File: src/rtl/stairs_animator.sv
// Stair-step rectangle animator feeding the vga_adapter plot interface: draw, hold, erase, step.
// Optional STAIRS_ANIM_BOUNCE_EN: clamp at the screen bounds and reverse direction instead of wrapping.
module stairs_animator #(
    parameter int unsigned X_W    = 8,
    parameter int unsigned Y_W    = 7,
    parameter int unsigned BLK_W  = 40,
    parameter int unsigned BLK_H  = 10,
    parameter int unsigned DELAY  = 833333,
    parameter int unsigned FRAMES = 15,
    parameter int unsigned STEP   = 1,
    parameter int unsigned Y_MIN  = 0,
    parameter int unsigned Y_MAX  = 119
) (
    input  logic           clock,
    input  logic           reset,
    input  logic           go,
    input  logic           stop,
    input  logic           dir,
    input  logic [X_W-1:0] in_x,
    input  logic [Y_W-1:0] in_y,
    input  logic [2:0]     colour,
    input  logic [2:0]     bg_colour,
    output logic [X_W-1:0] out_x,
    output logic [Y_W-1:0] out_y,
    output logic [2:0]     out_colour,
    output logic           plot,
    output logic           busy,
    output logic           step_done,
    output logic           wrapped
);

    localparam int unsigned Y_TOP = Y_MAX - BLK_H + 1;
    localparam int unsigned PX_W  = (BLK_W > 1) ? $clog2(BLK_W) : 1;
    localparam int unsigned PY_W  = (BLK_H > 1) ? $clog2(BLK_H) : 1;
    localparam int unsigned DLY_W = (DELAY > 1) ? $clog2(DELAY) : 1;
    localparam int unsigned FRM_W = (FRAMES > 1) ? $clog2(FRAMES) : 1;

    typedef enum logic [2:0] {
        S_IDLE,
        S_DRAW,
        S_WAIT,
        S_ERASE,
        S_MOVE
    } state_t;

    state_t         state_q, state_d;
    logic [X_W-1:0] x_q, x_d;
    logic [Y_W-1:0] y_q, y_d;
    logic [2:0]     col_q, col_d;
    logic           dir_q, dir_d;
    logic [PX_W-1:0] px_q, px_d;
    logic [PY_W-1:0] py_q, py_d;
    logic [DLY_W-1:0] dly_q, dly_d;
    logic [FRM_W-1:0] frm_q, frm_d;

    logic [X_W-1:0] out_x_q, out_x_d;
    logic [Y_W-1:0] out_y_q, out_y_d;
    logic [2:0]     out_col_q, out_col_d;
    logic           plot_q, plot_d;
    logic           busy_q, busy_d;
    logic           step_done_q, step_done_d;
    logic           wrapped_q, wrapped_d;

    logic           scan_last;
    logic           wrap_hit;
    logic [Y_W-1:0] y_mv;
    logic           dir_mv;
    logic [31:0]    y_ext;

    always_ff @(posedge clock or posedge reset) begin
        if (reset) begin
            state_q     <= S_IDLE;
            x_q         <= '0;
            y_q         <= '0;
            col_q       <= '0;
            dir_q       <= 1'b0;
            px_q        <= '0;
            py_q        <= '0;
            dly_q       <= '0;
            frm_q       <= '0;
            out_x_q     <= '0;
            out_y_q     <= '0;
            out_col_q   <= '0;
            plot_q      <= 1'b0;
            busy_q      <= 1'b0;
            step_done_q <= 1'b0;
            wrapped_q   <= 1'b0;
        end else begin
            state_q     <= state_d;
            x_q         <= x_d;
            y_q         <= y_d;
            col_q       <= col_d;
            dir_q       <= dir_d;
            px_q        <= px_d;
            py_q        <= py_d;
            dly_q       <= dly_d;
            frm_q       <= frm_d;
            out_x_q     <= out_x_d;
            out_y_q     <= out_y_d;
            out_col_q   <= out_col_d;
            plot_q      <= plot_d;
            busy_q      <= busy_d;
            step_done_q <= step_done_d;
            wrapped_q   <= wrapped_d;
        end
    end

    always_comb begin
        state_d   = state_q;
        x_d       = x_q;
        y_d       = y_q;
        col_d     = col_q;
        dir_d     = dir_q;
        px_d      = px_q;
        py_d      = py_q;
        dly_d     = dly_q;
        frm_d     = frm_q;
        scan_last = (px_q == PX_W'(BLK_W - 1)) && (py_q == PY_W'(BLK_H - 1));

        // Target base row for the next MOVE; only depends on latched y/dir.
        y_ext    = 32'(y_q);
        wrap_hit = 1'b0;
        y_mv     = y_q;
        dir_mv   = dir_q;
        if (!dir_q) begin
            if (y_ext < Y_MIN + STEP) begin
                wrap_hit = 1'b1;
`ifdef STAIRS_ANIM_BOUNCE_EN
                y_mv   = Y_W'(Y_MIN);
                dir_mv = 1'b1;
`else
                y_mv   = Y_W'(Y_TOP);
`endif
            end else begin
                y_mv = y_q - Y_W'(STEP);
            end
        end else begin
            if (y_ext + STEP > Y_TOP) begin
                wrap_hit = 1'b1;
`ifdef STAIRS_ANIM_BOUNCE_EN
                y_mv   = Y_W'(Y_TOP);
                dir_mv = 1'b0;
`else
                y_mv   = Y_W'(Y_MIN);
`endif
            end else begin
                y_mv = y_q + Y_W'(STEP);
            end
        end

        case (state_q)
            S_IDLE: begin
                if (go) begin
                    state_d = S_DRAW;
                    x_d     = in_x;
                    y_d     = in_y;
                    col_d   = colour;
                    dir_d   = dir;
                end
            end
            S_DRAW, S_ERASE: begin
                if (px_q == PX_W'(BLK_W - 1)) begin
                    px_d = '0;
                    if (py_q == PY_W'(BLK_H - 1)) begin
                        py_d = '0;
                    end else begin
                        py_d = py_q + PY_W'(1);
                    end
                end else begin
                    px_d = px_q + PX_W'(1);
                end
                if (scan_last) begin
                    if (state_q == S_DRAW) begin
                        state_d = S_WAIT;
                        dly_d   = DLY_W'(DELAY - 1);
                        frm_d   = '0;
                    end else begin
                        state_d = S_MOVE;
                    end
                end
            end
            S_WAIT: begin
                if (dly_q == '0) begin
                    dly_d = DLY_W'(DELAY - 1);
                    if (frm_q == FRM_W'(FRAMES - 1)) begin
                        frm_d   = '0;
                        state_d = S_ERASE;
                    end else begin
                        frm_d = frm_q + FRM_W'(1);
                    end
                end else begin
                    dly_d = dly_q - DLY_W'(1);
                end
            end
            S_MOVE: begin
                y_d     = y_mv;
                dir_d   = dir_mv;
                state_d = stop ? S_IDLE : S_DRAW;
            end
            default: begin
                state_d = S_IDLE;
            end
        endcase

        // Outputs are computed from next-state values so they line up with the state register.
        plot_d      = (state_d == S_DRAW) || (state_d == S_ERASE);
        busy_d      = (state_d != S_IDLE);
        step_done_d = (state_d == S_MOVE);
        wrapped_d   = (state_d == S_MOVE) && wrap_hit;
        out_x_d     = plot_d ? (x_d + X_W'(px_d)) : '0;
        out_y_d     = plot_d ? (y_d + Y_W'(py_d)) : '0;
        if (state_d == S_DRAW) begin
            out_col_d = col_d;
        end else if (state_d == S_ERASE) begin
            out_col_d = bg_colour;
        end else begin
            out_col_d = '0;
        end
    end

    assign out_x      = out_x_q;
    assign out_y      = out_y_q;
    assign out_colour = out_col_q;
    assign plot       = plot_q;
    assign busy       = busy_q;
    assign step_done  = step_done_q;
    assign wrapped    = wrapped_q;

endmodule

File: config.mk
export PLATFORM = sky130hd
export DESIGN_NAME = stairs_animator
export DESIGN_NICKNAME = d
export VERILOG_FILES = /design/src/rtl/stairs_animator.sv
export SDC_FILE = /design/constraint.sdc
export NUM_CORES = 1
export LEC_CHECK = 0
export BUFFER_PORTS_ARGS = -buffer_cell sky130_fd_sc_hd__buf_2
export CORE_MARGIN = 1
export CORE_UTILIZATION = 44
export CTS_CLUSTER_DIAMETER = 80
export DETAILED_ROUTE_END_ITERATION = 7
export PLACE_DENSITY = 0.7
export RECOVER_POWER = 50
export SYNTH_ARGS = -nofsm -noshare
export SYNTH_HDL_FRONTEND = slang
export SYNTH_SLANG_ARGS = --single-unit
File: constraint.sdc
create_clock -name clock -period 10.6 [get_ports clock]
set_input_delay 1.59 -clock clock [delete_from_list [all_inputs] [get_ports clock]]
set_output_delay 1.59 -clock clock [all_outputs]
set_load 0.01 [all_outputs]
==> results by group, run 1 <==
Setup path
  – CP Data Required Time: 10.12 ns
  – Startpoint types: primary input
  – Slowest cell on the critical path: clkbuf_1
  – Critical path type: in2async
  – Crit path cell chain: buf_2 > inv_1 > clkbuf_1
  – Crit-path max FO: 78
  – Critical path arrival: 4.59 ns
  – CP top delay family: buffers and inverters
  – Critical Path End Type: async pin
  – Largest stage delay, worst path: 2.84 ns
  – WP buf/inv: 3

Global routing
  – Vias in the first global route: 3275
  – Initial antenna violation count: 0
  – Largest net degree at the start of global routing: 79
  – Tot GR Track Use: 20.0%
  – First-pass GRT wire length: 15.8 mm
  – Total gr overflow: 0

Route
  – Routed length on met3: 427 µm
  – Drt pass-1 iters: 4
  – Routed wire length: 9.41 mm
  – First DRT Iteration DRCs: 170
  – DR WL/cell: 15.0 µm
  – Antenna violation net count after detailed routing: 0
  – WL met2: 4.42 mm
  – Top routing layer in use: met4
  – M1 wire length: 4.45 mm
  – Via density per instance: 5.43
  – DR DRC count: 0
  – Routed via count: 3402

Clock network
  – Post-CTS Setup Inserts: 0
  – CTS H-Tree Depth: 3
  – Clock tree buffer depth: 2
  – Clk Latency, worst-skew pair: 0.35 ns
  – Reg clk slew, reported paths: 0.08 ns
  – Root Driver: clkbuf_8
  – Total CTS buffers: 9
  – # hold bufs at CTS: 0
  – CTS tree: done
  – Clock sinks: 78
  – Post-CTS sizing: 0

Die
  – # IOs: 48
  – DIE AREA: 10200 µm²
  – Core box area: 9370 µm²
  – Die Span X: 101 µm
  – Rows: 35
  – Die height: 101 µm
  – Initial core utilization: 46.0%

STA
  – Fin Hold WS: 0.480 ns
  – Worst Skew: 0.00838 ns
  – Final hold violation count: 0
  – Fin. max-slew vios: 79
  – Final Cycle Share: 47.8%
  – FMAX: 197 MHz
  – Min Tclk post-route: 5.07 ns
  – Rel. slew slack: -170%
  – Setup TNS: 0 ns
  – RSZ-0062 raised after global routing: false
  – Slew @ Worst Pin: 4.05 ns
  – Final-report setup violation count: 0

Placement
  – Port Buffers: 47
  – DP Area: 4630 µm²
  – Placed cells: 611
  – Placer Congestion: 0.926
  – DPL Wire Length: 6.77 mm

Synth
  – Syn nets: 498
  – Synth Register Bits: 78
  – Area leader, netlist: dfrtp_1
  – Distinct cells, synth: 69
  – Post-synthesis xor/xnor area fraction: 7.71%
  – Area contributors post-synth: dfrtp_1 45%, nand2_1 6.6%, ha_1 4.9%, xnor2_1 4.7%, nor2_1 3.2%
  – Largest family of logic cells by synthesized area: simple AND/OR/NAND/NOR gates
  – EDFF count, synth: 0
  – Mapped Cells: 453
  – Seq/Total Area, Yosys: 45.2%
  – Compound-Gate Fraction of Synth Area: 12.6%
  – Adder-Cell Fraction of Synth Area: 5.86%
  – Async SR Flop Fraction: 100%
  – Simple-gate area share of the yosys netlist: 25.1%
  – Top post-synthesis cells by count: 78 x dfrtp_1, 76 x nand2_1, 37 x nor2_1
  – Most common cell in the netlist: dfrtp_1
  – Syn_area_per_cell: 9.53 µm²
  – Yosys top cell area share: 45.2%
  – Top FF cell, synth: dfrtp_1
  – Yosys warns: 0
  – Proportion of synthesized area in mux cells: 0.348%
  – Post-Syn Area: 4320 µm²

Worst hold path
  – Hold Path Class: reg2reg

Job
  – Max Cap Viol: 1

Final layout
  – Reg area: 1950 µm²
  – Multi-input logic area: 2210 µm²
  – Final Cell Area: 4820 µm²
  – Antenna cells: 0
  – Area grow syn2layout: 11.8%
  – Non-Filler Instances: 627
  – Share of cells above drive strength 1: 16.9%
  – # fillers: 894
  – NumNets Final: 538

Power and ir drop
  – PwrDens: 117 nW/µm²
  – Leakage power: 2.37 nW
  – Worst IR Drop VDD: 0.0705 mV

Outcome
  – Failing checks: max-capacitance violations, max-slew violations
  – Status: finished, violations left
==> layout make-up <==
type	count	area share (%)
well taps	129	3.35
clock inverters	6	1.45
flip-flops and latches	78	40.5
clock buffers	10	2.85
repair buffers	49	5.08
inverters	12	0.934
multi-input cells	343	45.9
==> worst paths after layout <==
kind,start,end,slack (ns),cells after the start
worst min register to register,col_q[0],col_q[0],0.48,2
max in group clock,y_q[0],out_y[6],6.57,14
worst max register to register,y_q[0],out_y[6],6.57,14
min in group asynchronous,reset,col_q[2],2.82,3
worst min-delay path,col_q[0],col_q[0],0.48,2
worst max-delay path,reset,frm_q[3],5.53,3
==> layout by cell type (no fill, tap or decap), types with 2 or more instances in the layout <==
cell type,netlist,final
fa_1,2,2
and2_1,6,6
nand3_1,9,9
nor4_1,7,7
ha_1,17,17
o21a_1,3,3
a31oi_1,6,6
clkinvlp_4,0,3
nor2_1,37,37
xor2_1,15,15
inv_2,2,2
and3_1,5,5
o211ai_1,2,2
nand4_1,7,7
nor2b_1,5,5
o21bai_1,4,5
nand2_1,76,76
clkbuf_1,11,2
a21oi_1,13,13
nand2b_1,2,2
a22oi_1,2,2
dfrtp_1,78,78
o21ai_0,15,16
buf_2,6,46
o22ai_1,3,3
inv_1,10,10
a221o_1,2,2
o31ai_1,2,2
nor3_1,18,18
and3b_1,2,2
nand3b_1,3,3
xnor2_1,23,23
clkbuf_8,0,10
nand3_2,2,2
nor3b_1,3,3
a21o_1,10,10
or4_1,3,3
nor2_2,2,2
or3_1,5,5
o21ai_1,4,3
==> report_power, final <==
part           leakage [nW]  total (mW)  switching (mW)  internal [mW]
combinational          1.28      0.0274          0.0170         0.0105
clock                0.0951       0.229           0.113          0.116
sequential            0.995       0.306         0.00279          0.303
total                  2.37       0.562           0.133          0.429
==> tightest hold or removal path, cell delays in order, from the launching register on <==
cell and delay, ns:
dfrtp_1 0.33, nand2_1 0.04, nand2_1 0.07
==> stage by stage <==
stage	util, %	worst slack, ns	power [mW]
6_report	51.5	5.53	0.562
3_5_place_dp	49.4	6.33	0.340
5_1_grt	51.5	4.55	0.585
4_1_cts	51.7	6.61	0.569
3_3_place_gp	49.4	6.47	0.339
2_1_floorplan	-	6.70	0.327
==> cells by family (layout without fill, tap and decap cells) <==
group                    after synthesis  count (layout)
adder cells (fa/ha/maj)               19              19
buffers and inverters                 32              77
multiplexers                           1               1
flip-flops                            78              78
AND/OR/NAND/NOR                      206             206
XOR/XNOR                              38              38
AO/OA/AOI/OAI                         79              79
==> sequential cells by signal (all words and copies together) (netlist names) <==
| name | flops |
|---|---|
| dly_q | 20 |
| out_x | 8 |
| x_q | 8 |
| out_y | 7 |
| y_q | 7 |
| px_q | 6 |
| frm_q | 4 |
| py_q | 4 |
| col_q | 3 |
| out_colour | 3 |
| state_q | 3 |
| busy | 1 |
| dir_mv | 1 |
| plot | 1 |
| step_done | 1 |
| wrapped | 1 |
==> layer usage <==
layer  vias up  track usage (%)
met2        90             31.6
met1      1635             28.2
met5         -                0
li1       1665                -
met4         0             4.57
met3        12             4.44
No activity file was read; power rests on OpenSTA's default activity.
==> inputs of run 2 (changes only) <==
Clock period 10.6 ns to 5 ns, I/O delays scaled along.
==> run 2 against run 1 <==
Register-to-register slack got worse by 5.5 ns. Highest routed layer unchanged. Clock power rose by 80%. The run still ends with max-capacitance violations, max-slew violations left. Global-route usage rose by 0.64 points. Total power rose by 98%.
==> results by group, run 2 (same netlist as run 1, synthesis figures left out) <==
Final layout
  – Commonest non-fill, non-tap cell in the layout: dfrtp_1
  – NumNets Final: 539 (+0.19%)
  – Commonest cells after routing, fill and taps aside: 78 x dfrtp_1, 76 x nand2_1, 37 x nor2_1
  – Antenna cells: 0 (unchanged)
  – Share of cells above drive strength 1: 12.9% (-4.0 points)
  – Non-Filler Instances: 627 (unchanged)
  – Area grow syn2layout: 10.6%
  – Max FFs per register: 20 (unchanged)
  – Most flop-heavy register: dly_q

Clock network
  – # hold bufs at CTS: 0 (unchanged)
  – Reg clk slew, reported paths: 0.08 ns (about the same)
  – Root Driver: clkbuf_8
  – Clock tree buffer depth: 2 (unchanged)
  – CTS H-Tree Depth: 3 (unchanged)
  – Clock sinks: 78 (unchanged)
  – CTS tree: done
  – Clk Latency, worst-skew pair: 0.35 ns (about the same)
  – Post-CTS Setup Inserts: 0 (unchanged)
  – Total CTS buffers: 9 (unchanged)
  – Post-CTS sizing: 0 (unchanged)

Route
  – First DRT Iteration DRCs: 234 (+38%)
  – Routed wire length: 9.59 mm (+1.8%)
  – Via density per instance: 5.49 (+1.1%)
  – Routed via count: 3440 (+1.1%)
  – DR DRC count: 0 (unchanged)
  – DR WL/cell: 15.3 µm (+1.8%)
  – Drt pass-1 iters: 4 (unchanged)
  – Antenna violation net count after detailed routing: 0 (unchanged)

Die
  – Core box area: 9370 µm² (unchanged)
  – Die height: 101 µm (unchanged)
  – Initial core utilization: 46.0% (unchanged)
  – Die Span X: 101 µm (unchanged)
  – Rows: 35 (unchanged)
  – # IOs: 48 (unchanged)
  – DIE AREA: 10200 µm² (unchanged)

Setup path
  – Crit-path max FO: 12 (-85%)
  – Startpoint types: flop
  – Critical Path End Type: flop
  – Largest stage delay, worst path: 0.57 ns (-2.27 ns)
  – Critical path arrival: 4.18 ns (-0.41 ns)
  – WP buf/inv: 0 (-3)
  – CP top delay family: compound AO/OA/AOI/OAI gates
  – Crit path cell chain: ha_1 > or4b_4 > a21boi_2 > o21bai_1 > o21a_1 > a21oi_1 > o31ai_1 > ha_1 > fa_1 > a21o_1 > a21oi_1 > nand3b_1 > mux2_4
  – Slowest cell on the critical path: dfrtp_1
  – CP Data Required Time: 5.23 ns (-4.89 ns)
  – Critical path type: reg2reg

STA
  – RSZ-0062 raised after global routing: false
  – Worst Skew: 0.0113 ns (+0.00292 ns)
  – Final hold violation count: 0 (unchanged)
  – Final-report setup violation count: 0 (unchanged)
  – Min Tclk post-route: 3.95 ns
  – Setup TNS: 0 ns (unchanged)
  – FMAX: 253 MHz
  – Fin. max-slew vios: 81 (+2.5%)
  – Final Cycle Share: 79.1%
  – Slew @ Worst Pin: 1.82 ns (-2.23 ns)
  – Rel. slew slack: -21.7% (+150 points)

Outcome
  – Failing checks: max-capacitance violations, max-slew violations
  – Status: finished, violations left

Worst hold path
  – Hold Path Class: reg2reg

Placement
  – Placed cells: 612 (+0.16%)
  – Placer Congestion: 0.941 (+1.6%)
  – DPL Wire Length: 6.79 mm (+0.32%)
  – Port Buffers: 47 (unchanged)

Power and ir drop
  – Leakage power: 2.30 nW (-2.9%)
  – Power Total: 1.12 mW (+98%)
  – Int Power: 0.839 mW (+95%)
  – PwrDens: 234 nW/µm² (+100%)
  – Worst IR Drop VDD: 0.114 mV (+61%)
  – Comb pwr share: 4.9% (about the same)
  – Power share of the sequential group: 58.1% (+3.7 points)
  – Switching power: 0.276 mW (+110%)
  – Clock power frac: 37.0% (-3.8 points)
  – Switching Share: 24.8% (+1.2 points)

Global routing
  – Tot GR Track Use: 20.7% (+0.64 points)
  – First-pass GRT wire length: 16.2 mm (+2.2%)
  – Initial antenna violation count: 0 (unchanged)
  – Total gr overflow: 0 (unchanged)
  – Vias in the first global route: 3387 (+3.4%)
  – Largest net degree at the start of global routing: 50 (-37%)

Job
  – Max Cap Viol: 2 (+1)
[run 2: cell count changes in the layout (fill, tap and decap cells not counted)]
cell	change
buf_2	-21
clkbuf_1	+21
clkinv_2	+3
buf_4	+1
bufinv_16	-1
clkbuf_8	-1
clkinv_4	-1
clkinvlp_4	-1
o21ai_0	-1
o21ai_1	+1
o21bai_1	-1
o21bai_4	+1
[run 2: per-stage QoR]
| stage | utilization (%) | setup WS (ns) | hold WS (ns) | cell area [µm²] |
|---|---|---|---|---|
| 2_1_floorplan | - | 1.54 | 0.441 | 4320 |
| 3_3_place_gp | 49.5 | 1.23 | 0.458 | 4640 |
| 3_5_place_dp | 49.5 | 1.09 | 0.467 | 4640 |
| 4_1_cts | 51.3 | 1.07 | 0.482 | 4800 |
| 5_1_grt | 50.9 | 0.719 | 0.513 | 4770 |
| 6_report | 50.9 | 1.05 | 0.483 | 4770 |
[run 2: power by group through the flow]
stage               Sequential (mW)  Clock [mW]  Combinational (mW)
CTS                           0.647       0.423              0.0588
floorplan                     0.661           0              0.0314
finish                        0.648       0.413              0.0547
global route                  0.649       0.450              0.0641
detailed placement            0.660           0              0.0584
global placement              0.660           0              0.0576
[run 2: per-layer routing]
metal | wire, µm | global-route usage, % | vias up
met2 | 4610 | 33.4 | 101
met3 | 362 | 3.88 | 20
li1 | - | - | 1669
met4 | 218 | 9.14 | 0
met1 | 4400 | 27.1 | 1650
met5 | 0 | 0 | -
[run 2: path summary, 6_finish.rpt]
| path | from | to | slack, ns | cells past startpoint |
|---|---|---|---|---|
| setup / recovery | y_q[0] | out_y[6] | 1.05 | 13 |
| hold / removal | frm_q[3] | frm_q[3] | 0.48 | 1 |
| setup reg to reg | y_q[0] | out_y[6] | 1.05 | 13 |
| hold reg to reg | frm_q[3] | frm_q[3] | 0.48 | 1 |
| max in group asynchronous | reset | out_y[2] | 1.86 | 3 |
| min in group asynchronous | reset | plot | 0.97 | 2 |
[run 2: cell type report]
class,count,area [µm²]
Fill cell,919,4600
Inverter,12,45.0
Clock buffer,9,124
Timing Repair Buffer,50,226
Tap cell,129,161
Sequential cell,78,1950
Clock inverter,6,38.8
Multi-Input combinational cell,343,2220
==> inputs of run 3 (changes only) <==
Settings changed: PLACE_DENSITY 0.7 to 0.72.
Clock period 5 ns to 3.45 ns, I/O delays scaled along.
==> run 3 against run 2 <==
The run still ends with max-capacitance violations, max-slew violations left. Die area unchanged. Worst setup slack got worse by 0.98 ns. First-iteration DRC count decreased by 24%. Highest routed layer unchanged.
==> results by group, run 3 (same netlist as run 1, synthesis figures left out) <==
Outcome
  – Status: finished, violations left
  – Failing checks: max-capacitance violations, max-slew violations

Die
  – DIE AREA: 10200 µm² (unchanged)
  – # IOs: 48 (unchanged)
  – Die Span X: 101 µm (unchanged)
  – Initial core utilization: 46.0% (unchanged)
  – Die height: 101 µm (unchanged)
  – Rows: 35 (unchanged)
  – Core box area: 9370 µm² (unchanged)

Setup path
  – Startpoint types: flop
  – Critical Path End Type: flop
  – Crit path cell chain: buf_6 > and2_4 > or4b_4 > a21boi_4 > o21bai_2 > o21a_1 > a21oi_2 > o31ai_2 > ha_2 > fa_2 > a21o_1 > a21oi_2 > nand3b_1 > mux2_4
  – Crit path from: y_q[0]
  – CP Data Required Time: 3.70 ns (-1.53 ns)
  – Slowest cell on the critical path: or4b_4
  – Reg2reg setup slack: 0.07 ns (-0.98 ns)
  – Most used cell, CP: a21oi_2
  – WP depth: 14 (+1)
  – CP top delay family: compound AO/OA/AOI/OAI gates
  – Worst R2R End: out_y[6]
  – Largest stage delay, worst path: 0.49 ns (-0.08 ns)
  – Crit-path max FO: 7 (-5)
  – Critical path type: reg2reg
  – R2R depth: 14 (+1)
  – WP buf/inv: 1 (+1)
  – Worst R2R Start: y_q[0]
  – Critical path arrival: 3.63 ns (-0.55 ns)

Route
  – M1 wire length: 4.54 mm (+3.3%)
  – Routed length on met3: 493 µm (+36%)
  – Routed via count: 3579 (+4.0%)
  – First DRT Iteration DRCs: 179 (-24%)
  – Via density per instance: 5.48 (-0.10%)
  – WL met2: 4.97 mm (+7.9%)
  – Drt pass-1 iters: 4 (unchanged)
  – Routed wire length: 10.2 mm (+6.9%)
  – Antenna violation net count after detailed routing: 0 (unchanged)
  – DR DRC count: 0 (unchanged)
  – DR WL/cell: 15.7 µm (+2.6%)
  – Top routing layer in use: met4

Final layout
  – NumNets Final: 565 (+4.8%)
  – Share of cells above drive strength 1: 21.8% (+8.9 points)
  – Max FFs per register: 20 (unchanged)
  – Commonest non-fill, non-tap cell in the layout: dfrtp_1
  – # fillers: 874 (-4.9%)
  – Antenna cells: 0 (unchanged)
  – Area grow syn2layout: 19.2%
  – Most flop-heavy register: dly_q
  – Commonest cells after routing, fill and taps aside: 78 x dfrtp_1, 76 x nand2_1, 37 x nor2_1, 37 x buf_2, 26 x buf_4

Clock network
  – Total CTS buffers: 9 (unchanged)
  – # hold bufs at CTS: 0 (unchanged)
  – Clock tree buffer depth: 2 (unchanged)
  – Clock sinks: 78 (unchanged)
  – CTS tree: done
  – CTS H-Tree Depth: 3 (unchanged)
  – Clk Latency, worst-skew pair: 0.35 ns (about the same)
  – Root Driver: clkbuf_8
  – Reg clk slew, reported paths: 0.08 ns (about the same)

Global routing
  – Initial antenna violation count: 0 (unchanged)
  – Largest net degree at the start of global routing: 62 (+24%)
  – Total gr overflow: 0 (unchanged)
  – Tot GR Track Use: 21.1% (+0.47 points)
  – First-pass GRT wire length: 16.7 mm (+2.9%)
  – Vias in the first global route: 3494 (+3.2%)

Placement
  – Placer Congestion: 0.909 (-3.4%)
  – Port Buffers: 47 (unchanged)
  – DPL Wire Length: 7.31 mm (+7.6%)

STA
  – Rel. slew slack: -51.7% (-30 points)
  – Final hold violation count: 0 (unchanged)
  – Worst Skew: 0.00784 ns (-0.00346 ns)
  – RSZ-0062 raised after global routing: true
  – Final-report setup violation count: 0 (unchanged)
  – FMAX: 295 MHz (+17%)
  – Fin Hold WS: 0.384 ns (-0.0997 ns)
  – Slew @ Worst Pin: 2.27 ns (+0.449 ns)
  – Min Tclk post-route: 3.38 ns (-0.569 ns)
  – Setup TNS: 0 ns (unchanged)
  – Final Cycle Share: 98.1% (+19 points)
  – Fin. max-slew vios: 62 (-23%)

Power and ir drop
  – PwrDens: 366 nW/µm² (+57%)
  – Worst IR Drop VDD: 0.280 mV (+150%)
  – Leakage power: 2.51 nW (+9.1%)

Worst hold path
  – Hold Path Class: in2reg
  – Hold Path Sink: col_q[2]
  – Hold Crit Depth: 3 (+2)
  – Hold Startpoint: colour[2]

Job
  – Max Cap Viol: 1 (-1)
-- run 3: changes by cell type in the layout (fill, tap and decap cells not counted), sizes merged --
cell | before | now
inv | 13 | 12
bufinv | 0 | 3
clkinv | 3 | 0
buf | 27 | 64
clkbuf | 32 | 24
clkinvlp | 2 | 0
-- run 3: worst max-delay path by stage --
stage	end	slack (ns)
floorplan	out_y[6]	0.01
global placement	out_y[6]	0.03
detailed placement	out_y[6]	-0.07
CTS	out_y[6]	0.001
global route	out_y[6]	-0.05
finish	out_y[6]	0.07
-- run 3: layer usage --
| metal | vias to the layer above | global-route usage, % |
|---|---|---|
| met5 | - | 0 |
| met4 | 0 | 7.25 |
| met3 | 22 | 4.72 |
| met2 | 100 | 35.3 |
| met1 | 1744 | 27.1 |
| li1 | 1713 | - |
-- run 3: what timing repair did --
item,CTS,global route
setup endpoints to repair,1,3
resized for setup,2,14
endpoints found under the hold margin,0,0
buffers inserted,0,4
pin swaps,0,7
-- run 3: cell type report --
type / count / area (µm²) / share of cell area, %
clock buffer: 12 / 165 / 3.21
clock inverter: 3 / 90.1 / 1.75
inverter: 12 / 45.0 / 0.875
multi-input combinational: 343 / 2290 / 44.6
sequential: 78 / 1950 / 37.9
tap: 129 / 161 / 3.14
timing repair buffer: 76 / 437 / 8.49
-- run 3: stage by stage --
step / total power, mW / setup WS (ns) / std cells / utilization, % / cell area [µm²]
global route: 1.96 / -0.0545 / 653 / 54.9 / 5140
finish: 1.89 / 0.0657 / 653 / 54.9 / 5140
detailed placement: 1.05 / -0.0741 / 634 / 51.3 / 4810
CTS: 1.90 / 0.00148 / 649 / 54.1 / 5070
global placement: 1.04 / 0.0332 / 634 / 51.3 / 4810
floorplan: 1.00 / 0.0132 / 453 / - / 4320
-- run 3: where the power goes --
group,switching (mW),internal [mW],total (mW)
sequential,0.00475,0.930,0.935
combinational,0.0566,0.0338,0.0904
clock,0.324,0.536,0.860
total,0.385,1.50,1.89
-- run 3: tightest hold or removal path, cell delays in order --
cell     delay, ns
buf_2         0.07
nand2_1       0.04
nand2_1       0.07
